`src/rtl/sort_pkg.sv`:
```
// Shared types for the 3-input compare-exchange sorting network.
`default_nettype none
package sort_pkg;

  typedef logic [31:0] data_t;

  localparam int WINDOW = 3;

  typedef struct packed {
    logic  valid;
    data_t lane0;
    data_t lane1;
    data_t lane2;
  } stage_t;

endpackage
`default_nettype wire

```
`src/rtl/cmp_swap.sv`:
```
// Combinational compare-exchange: equal operands keep their order.
`default_nettype none
module cmp_swap #(
  parameter int WIDTH = 32
) (
  input  logic [WIDTH-1:0] a,
  input  logic [WIDTH-1:0] b,
  output logic [WIDTH-1:0] lo,
  output logic [WIDTH-1:0] hi
);

  logic keep;

  assign keep = (a <= b);
  assign lo   = keep ? a : b;
  assign hi   = keep ? b : a;

endmodule
`default_nettype wire

```
`src/rtl/median_stream_3.sv`:
```
// Sliding 3-sample window feeding a registered 3-stage sorter with valid/ready flow control.
`default_nettype none
module median_stream_3
  import sort_pkg::*;
#(
  parameter int WIDTH = $bits(data_t)
) (
  input  logic             clk,
  input  logic             rst_n,
  input  logic             flush,
  input  logic             in_valid,
  output logic             in_ready,
  input  logic [WIDTH-1:0] in_data,
  output logic             out_valid,
  input  logic             out_ready,
  output logic [WIDTH-1:0] out_min,
  output logic [WIDTH-1:0] out_med,
  output logic [WIDTH-1:0] out_max
);

  localparam logic [1:0] FULL = 2'(WINDOW);

  data_t      w0, w1, w2;
  logic       win_valid;
  logic [1:0] fill;
  logic [1:0] fill_base;
  logic [1:0] fill_next;
  logic       en;
  logic       accept;
  logic       launch;
  stage_t     s0, s1, s2;

  data_t lo0, hi0, lo1, hi1, lo2, hi2;

  assign en       = !out_valid || out_ready;
  assign in_ready = en;
  assign accept   = in_valid && en;

  // A flush restarts the count; an accept in the same cycle then counts as the first sample.
  always_comb begin
    fill_base = flush ? 2'd0 : fill;
    fill_next = fill_base;
    if (accept && (fill_base != FULL)) begin
      fill_next = fill_base + 2'd1;
    end
  end

  assign launch = accept && (fill_next == FULL);

  cmp_swap #(.WIDTH($bits(data_t))) u_cmp0 (.a(w0),       .b(w1),       .lo(lo0), .hi(hi0));
  cmp_swap #(.WIDTH($bits(data_t))) u_cmp1 (.a(s0.lane1), .b(s0.lane2), .lo(lo1), .hi(hi1));
  cmp_swap #(.WIDTH($bits(data_t))) u_cmp2 (.a(s1.lane0), .b(s1.lane1), .lo(lo2), .hi(hi2));

  always_ff @(posedge clk) begin
    if (!rst_n) begin
      w0        <= '0;
      w1        <= '0;
      w2        <= '0;
      win_valid <= 1'b0;
      fill      <= 2'd0;
      s0        <= '0;
      s1        <= '0;
      s2        <= '0;
    end else begin
      if (flush || accept) begin
        fill <= fill_next;
      end
      if (en) begin
        if (accept) begin
          w2 <= w1;
          w1 <= w0;
          w0 <= in_data;
        end
        win_valid <= launch;
        s0        <= '{valid: win_valid, lane0: lo0, lane1: hi0, lane2: w2};
        s1        <= '{valid: s0.valid, lane0: s0.lane0, lane1: lo1, lane2: hi1};
        s2        <= '{valid: s1.valid, lane0: lo2, lane1: hi2, lane2: s1.lane2};
      end
    end
  end

  assign out_valid = s2.valid;
  assign out_min   = s2.lane0;
  assign out_med   = s2.lane1;
  assign out_max   = s2.lane2;

endmodule
`default_nettype wire

```
`config.mk`:
```
export PLATFORM = sky130hd
export DESIGN_NAME = median_stream_3
export DESIGN_NICKNAME = d
export VERILOG_FILES = /design/src/rtl/sort_pkg.sv /design/src/rtl/cmp_swap.sv /design/src/rtl/median_stream_3.sv
export SDC_FILE = /design/constraint.sdc
export NUM_CORES = 1
export LEC_CHECK = 0
export CAP_MARGIN = 20
export CORE_MARGIN = 2
export CORE_UTILIZATION = 50
export CTS_BUF_LIST = sky130_fd_sc_hd__clkbuf_16
export CTS_CLUSTER_DIAMETER = 80
export CTS_CLUSTER_SIZE = 12
export DETAILED_ROUTE_END_ITERATION = 10
export PLACE_DENSITY = 0.7
export SYNTH_ARGS = -nofsm -noshare
export SYNTH_HDL_FRONTEND = slang
export SYNTH_SLANG_ARGS = --single-unit
```
`constraint.sdc`:
```
create_clock -name clk -period 5.6 [get_ports clk]
set_input_delay 0.84 -clock clk [delete_from_list [all_inputs] [get_ports clk]]
set_output_delay 0.84 -clock clk [all_outputs]
set_load 0.1 [all_outputs]
```
# Word-level counts from Yosys, hierarchy flattened
# Cells that the tools add are included.
classes:
  n_addsub: 1
  order_cmp: 3
  eq_ne: 2
  n_mux: 8
  reduce_logical: 7
op_table:
  columns: ["op", "count"]
  rows:
  - ["2-to-1 mux 32 bit", 6]
  - ["less-or-equal comparator 32 bit", 3]
  - ["2-to-1 mux 2 bit", 2]
  - ["logical AND 1 bit", 3]
  - ["adder 2 x 1 -> 2 bit (second input constant)", 1]
  - ["== test 2 bit (second input constant)", 1]
  - ["logical OR 1 bit", 2]
  - ["!= test 2 bit (second input constant)", 1]
  - ["AND reduction 2 bit", 1]
  - ["zero test 1 bit", 1]
word_totals:
  reg_bits: 390
  inputBits: 37
  out_inout_bits: 98
  wordCells: 38

# Longest topological paths before layout
depth:
  depth_word: 7
  ltp_mapped: 11
  depth_no_buf: 9

# Cells and area by module
# Synthesis repeated with hierarchy kept, for this count alone.
unflattened:
  hier_cells: 2277
  area_unflattened_um2: 19481.2
by_module_without_submodules:
  columns: ["module", "n_inst", "cells_per_inst", "area_each_um2", "seq_area_each_um2"]
  rows:
  - ["median_stream_3", 1, 1719, 13892.1, 7807.5]
  - ["cmp_swap", 3, 186, 1863.0, 0.0]

# Worst setup path after synthesis
# Ideal clock, no wire load.
synth_timing:
  path_kind: "register to output"
  from: "reg s2 (netlist bit out_valid)"
  to: "out in_ready"
  arrival_time_ps: 2466
  required_time_ps: 4760
  slack_ps: 2294
  path_stages_with_launch: 6
  n_path_buf: 3
  path_cell_list: "dfxtp_1 > nor2b_1 > clkbuf_1 > inv_2 > clkbuf_1 > clkbuf_1"
synth_via:
  elab_chain_len: 2
synth_lines:
  columns: ["element", "line_no", "text"]
  rows:
  - ["start: declaration", "median_stream_3.sv:31", "stage_t s0, s1, s2;"]
  - ["start signal: assignment", "median_stream_3.sv:77", "s2 <= '{valid: s1.valid, lane0: lo2, lane1: hi2, lane2: s1.lane2};"]
  - ["zero test 1 bit", "median_stream_3.sv:35", "assign en = !out_valid || out_ready;"]
  - ["logical OR 1 bit", "median_stream_3.sv:35", null]
  - ["end: declaration", "median_stream_3.sv:12", "output logic in_ready,"]
# Every way passes these cells.

# Final worst setup path
layout_timing:
  from: "reg w1[25]"
  to: "reg s0[91] in the netlist's numbering"
layout_via:
  elab_chain_len: 2
layout_lines:
  columns: ["element", "line_no", "text"]
  rows:
  - ["start: declaration", "median_stream_3.sv:23", "data_t w0, w1, w2;"]
  - ["start signal: assignment", "median_stream_3.sv:71", "w1 <= w0;"]
  - ["less-or-equal comparator 32 bit", "cmp_swap.sv:14", "assign keep = (a <= b);"]
  - ["2-to-1 mux 32 bit", "cmp_swap.sv:15", "assign lo = keep ? a : b;"]
  - ["end signal: assignment", "median_stream_3.sv:75", "s0 <= '{valid: win_valid, lane0: lo0, lane1: hi0, lane2: w2};"]
  - ["end: declaration", "median_stream_3.sv:31", null]
# Every way passes these cells.
# A chain may end at the register's enable or synchronous reset.

==> flow_summary.toml <==
[run_status]
status = "completed"

[global_routing]
globalRouteMet3Util_pct = 2.69
groute.layer.met1.usage_pct = 36.8
grt_pass1_wl_um = 76900
busiest_layer = "met2"
gr-total-overflow = 0
globalRouteTotalUtil_pct = 26.4
antenna_found_initial = 2
grt_max_degree = 197
grt_util_met2_pct = 42.0
first_global_vias = 13900

[die]
die_area_mm2 = 0.0369
initial_core_util_pct = 50.9
area_inside_the_core_boundary_mm2 = 0.0347
die_y_um = 192
pin_count = 135
floorplan.die.width_um = 192
row_count = 68

[final_layout]
area_growth_syn_to_layout_pct = 14.1
share_of_final_layout_standard_cells_stronger_than_drive_strength_1_pct = 3.23
antenna-diode-count = 0
finish.instance_area_mm2 = 0.0202
layout.nets = 2238

[timing]
relSlewSlack_pct = 24.0
layout_worst_path_cycle_share_pct = 60.1
final_skew_ns = 0.0181
final-hold-violation-count = 0
setup_total_negative_slack_ns = 0
timing_worst_slew_pin_value_ns = 1.14
hold_ws_ns = 0.457
finalWorstSetupSlack_ns = 2.23
timing.final.max_slew_violations = 0
max_freq_mhz = 297
min_period_ns = 3.37
unrepaired_setup_endpoints_after_global_routing = "no"
setup_viol_count_final = 0

[setup_path]
crit-reg2reg-capture = "s0[91]"
timing.setup.critical_path_class = "reg2reg"
r2r_start = "w1[25]"
cp_max_fo = 42
critical_path_launch_point_type = "register"
cp_slowest_cell = "sky130_fd_sc_hd__a31oi_4"
critPathLaunch = "w1[25]"
critPathCaptureType = "register"
cpLargestDelayFamily = "simple AND/OR/NAND/NOR gates"
ff2ff_path_depth = 10
worstPathRequired_ns = 5.96
timing.critical_path.cells = "inv_1, ha_1, nand4_1, nor4_2, and3_1, a21oi_1, a31oi_4, buf_12, mux2i_1, a21oi_1"
critical_path_depth = 10
arrival_ns = 3.73
path_buf_inv = 2
critical-path-max-stage-delay_ns = 0.66
critPathCapture = "s0[91]"
r2r_setup_slack_ns = 2.23
crit_path_frequent_cell = "sky130_fd_sc_hd__a21oi_1"

[routing]
detail_route.wirelength_um = 49100
routed-via-count = 15100
drt_first_pass_iters = 5
drc = 0
routed_wire_length_per_instance_um = 19.2
first_iter_violations = 1229
antenna_violating_nets_post_route = 0
vias_per_cell = 5.89

[placement]
placed_cell_area_mm2 = 0.0191
place_hpwl_um = 32800
place_worst_setup_slack_ns = 1.98
gp_congestion = 0.866
place.port_buffers = 134

[clock_network]
post_cts.resized_instances = 0
clock_insertion_delay_at_the_later_pin_of_the_skew_report_ns = 0.53
h_tree_level_count = 2
cts.hold.buffers_added = 0
numCtsBuffers = 38
clk_pin_slew_worst_paths_ns = 0.06
ctsRootBufferMaster = "sky130_fd_sc_hd__clkbuf_16"
cts_post_setup_buffers_inserted = 0
cts_tree = "yes"
cts.sink_count = 390
ctsLongestPathBuffers = 3

[synthesis]
synth.area.top_cells = "sky130_fd_sc_hd__dfxtp_1 44%, sky130_fd_sc_hd__nand2_1 8.8%, sky130_fd_sc_hd__a21boi_0 8.4%"
synthArstFlopShare_pct = 0
synthesis.nets = 2217
ys_dominant_reg_cell = "sky130_fd_sc_hd__dfxtp_1"
ys_seq_area_share_pct = 44.2
synth-edff-count = 0
yosys_warnings = 0
netlist-cell-type-count = 42
summed_instance_area_of_the_synthesized_netlist_mm2 = 0.0177
post_synth_inst_count = 2083
synth_area_per_cell_um2 = 8.49
synth_top_area_cell = "sky130_fd_sc_hd__dfxtp_1"
top_area_cell_type_share_of_the_netlist_area_pct = 44.2
ys_seq_elements = 390

[power_and_ir_drop]
irDropWorstVdd_mv = 0.314
p_switching_mw = 3.28
swShare_pct = 38.1
p_clk_share_pct = 26.7
cellInternalPower_mw = 5.34
p_seq_share_pct = 39.3
comb_power_share_pct = 34.0
p_leak_nw = 7.28
p_per_area_mw_per_mm2 = 428

[run]
max-cap-violations = 0

[worst_hold_path]
min_path_type = "reg2reg"
-- registers in the layout, summed over array words and instances (netlist names), 2 cells and up --
name / cells
w2: 32
w1: 32
w0: 32
fill: 2
out_min: 32
s1: 97
s0: 97
out_max: 32
out_med: 32
-- tightest hold or removal path, delay by kind of cell (launching register included) --
| family | cells | cell delay (ns) |
|---|---|---|
| simple gates | 1 | 0.04 |
| flops | 1 | 0.30 |
| compound gates | 1 | 0.06 |
-- stage by stage --
| step | cells | util, % | total power, mW |
|---|---|---|---|
| floorplan | 2083 | - | 5.64 |
| global placement | 2519 | 55.1 | 6.31 |
| detailed placement | 2519 | 55.1 | 6.35 |
| CTS | 2562 | 58.1 | 8.66 |
| global route | 2562 | 58.1 | 9.01 |
| finish | 2562 | 58.1 | 8.63 |
-- synthesized netlist by cell type, types with 2 or more instances --
master	n
sky130_fd_sc_hd__ha_1	97
sky130_fd_sc_hd__buf_2	11
sky130_fd_sc_hd__a21boi_0	197
sky130_fd_sc_hd__nand3_1	5
sky130_fd_sc_hd__nor2b_1	8
sky130_fd_sc_hd__o21ai_0	207
sky130_fd_sc_hd__nand2_1	415
sky130_fd_sc_hd__buf_4	5
sky130_fd_sc_hd__clkbuf_1	148
sky130_fd_sc_hd__nor3_1	99
sky130_fd_sc_hd__o211ai_1	4
sky130_fd_sc_hd__o21a_1	2
sky130_fd_sc_hd__mux2i_1	97
sky130_fd_sc_hd__nand4_1	22
sky130_fd_sc_hd__a22oi_1	2
sky130_fd_sc_hd__inv_1	101
sky130_fd_sc_hd__dfxtp_1	390
sky130_fd_sc_hd__a221oi_1	2
sky130_fd_sc_hd__buf_6	2
sky130_fd_sc_hd__nor4_1	5
sky130_fd_sc_hd__a2111o_1	2
sky130_fd_sc_hd__a311oi_1	96
sky130_fd_sc_hd__buf_1	3
sky130_fd_sc_hd__a21oi_1	139
sky130_fd_sc_hd__nor2_1	7
-- power groups by stage --
stage          Combinational (mW)  Sequential (mW)  Clock [mW]
4_1_cts                      2.94             3.38        2.34
3_5_place_dp                 2.92             3.43           0
6_report                     2.94             3.39        2.31
5_1_grt                      3.14             3.42        2.45
2_1_floorplan                1.50             4.14           0
3_3_place_gp                 2.87             3.43           0
-- cells by family after synthesis --
logic type,count (synthesis),synth area share (%)
flops,390,44.2
fa+ha+maj,97,6.86
mux,97,5.49
simple gates,566,13.4
buf+inv,271,6.02
xor+xnor,1,0.0495
compound gates,661,24.1
-- area by class of cell --
cell class,instances,area (um2)
Fill cell,3166,14500
Sequential cell,390,7810
Timing Repair Buffer,150,1540
Tap cell,455,569
Inverter,102,390
Clock buffer,41,1030
Clock inverter,2,11.3
Multi-Input combinational cell,1422,8830
-- worst min path at each step --
stage | from | end | slack (ns) | cells past startpoint
2_1_floorplan | s1[0] | out_max[0] | 0.44 | 2
3_3_place_gp | w2[17] | s0[17] | 0.45 | 2
3_5_place_dp | out_max[31] | out_max[31] | 0.46 | 2
4_1_cts | out_max[31] | out_max[31] | 0.46 | 2
5_1_grt | w2[26] | s0[26] | 0.49 | 2
6_report | out_max[31] | out_max[31] | 0.46 | 2
-- metal layers --
layer | vias to the layer above | part of all wire (%)
li1 | 7358 | -
met1 | 7210 | 45
met2 | 437 | 45
met3 | 82 | 5.5
met4 | 0 | 4.2
met5 | - | 0
-- placed cells by master (no fill, tap or decap), types with 2 or more instances in the layout --
cell / netlist / final
sky130_fd_sc_hd__o21a_1: 2 / 2
sky130_fd_sc_hd__nand4_1: 22 / 22
sky130_fd_sc_hd__a311oi_1: 96 / 96
sky130_fd_sc_hd__clkbuf_16: 0 / 41
sky130_fd_sc_hd__ha_1: 97 / 97
sky130_fd_sc_hd__a21boi_0: 197 / 197
sky130_fd_sc_hd__nand3_1: 5 / 5
sky130_fd_sc_hd__a21oi_1: 139 / 139
sky130_fd_sc_hd__a2111o_1: 2 / 2
sky130_fd_sc_hd__nor2b_1: 8 / 7
sky130_fd_sc_hd__nand2_1: 415 / 414
sky130_fd_sc_hd__buf_4: 5 / 11
sky130_fd_sc_hd__o211ai_1: 4 / 4
sky130_fd_sc_hd__o21ai_0: 207 / 207
sky130_fd_sc_hd__inv_1: 101 / 102
sky130_fd_sc_hd__dfxtp_1: 390 / 390
sky130_fd_sc_hd__clkdlybuf4s50_1: 0 / 132
sky130_fd_sc_hd__buf_12: 0 / 6
sky130_fd_sc_hd__mux2i_1: 97 / 97
sky130_fd_sc_hd__nor4_1: 5 / 5
sky130_fd_sc_hd__a221oi_1: 2 / 2
sky130_fd_sc_hd__nor2_1: 7 / 7
sky130_fd_sc_hd__a22oi_1: 2 / 2
sky130_fd_sc_hd__nor3_1: 99 / 99
No activity file was read; power rests on OpenSTA's default activity.
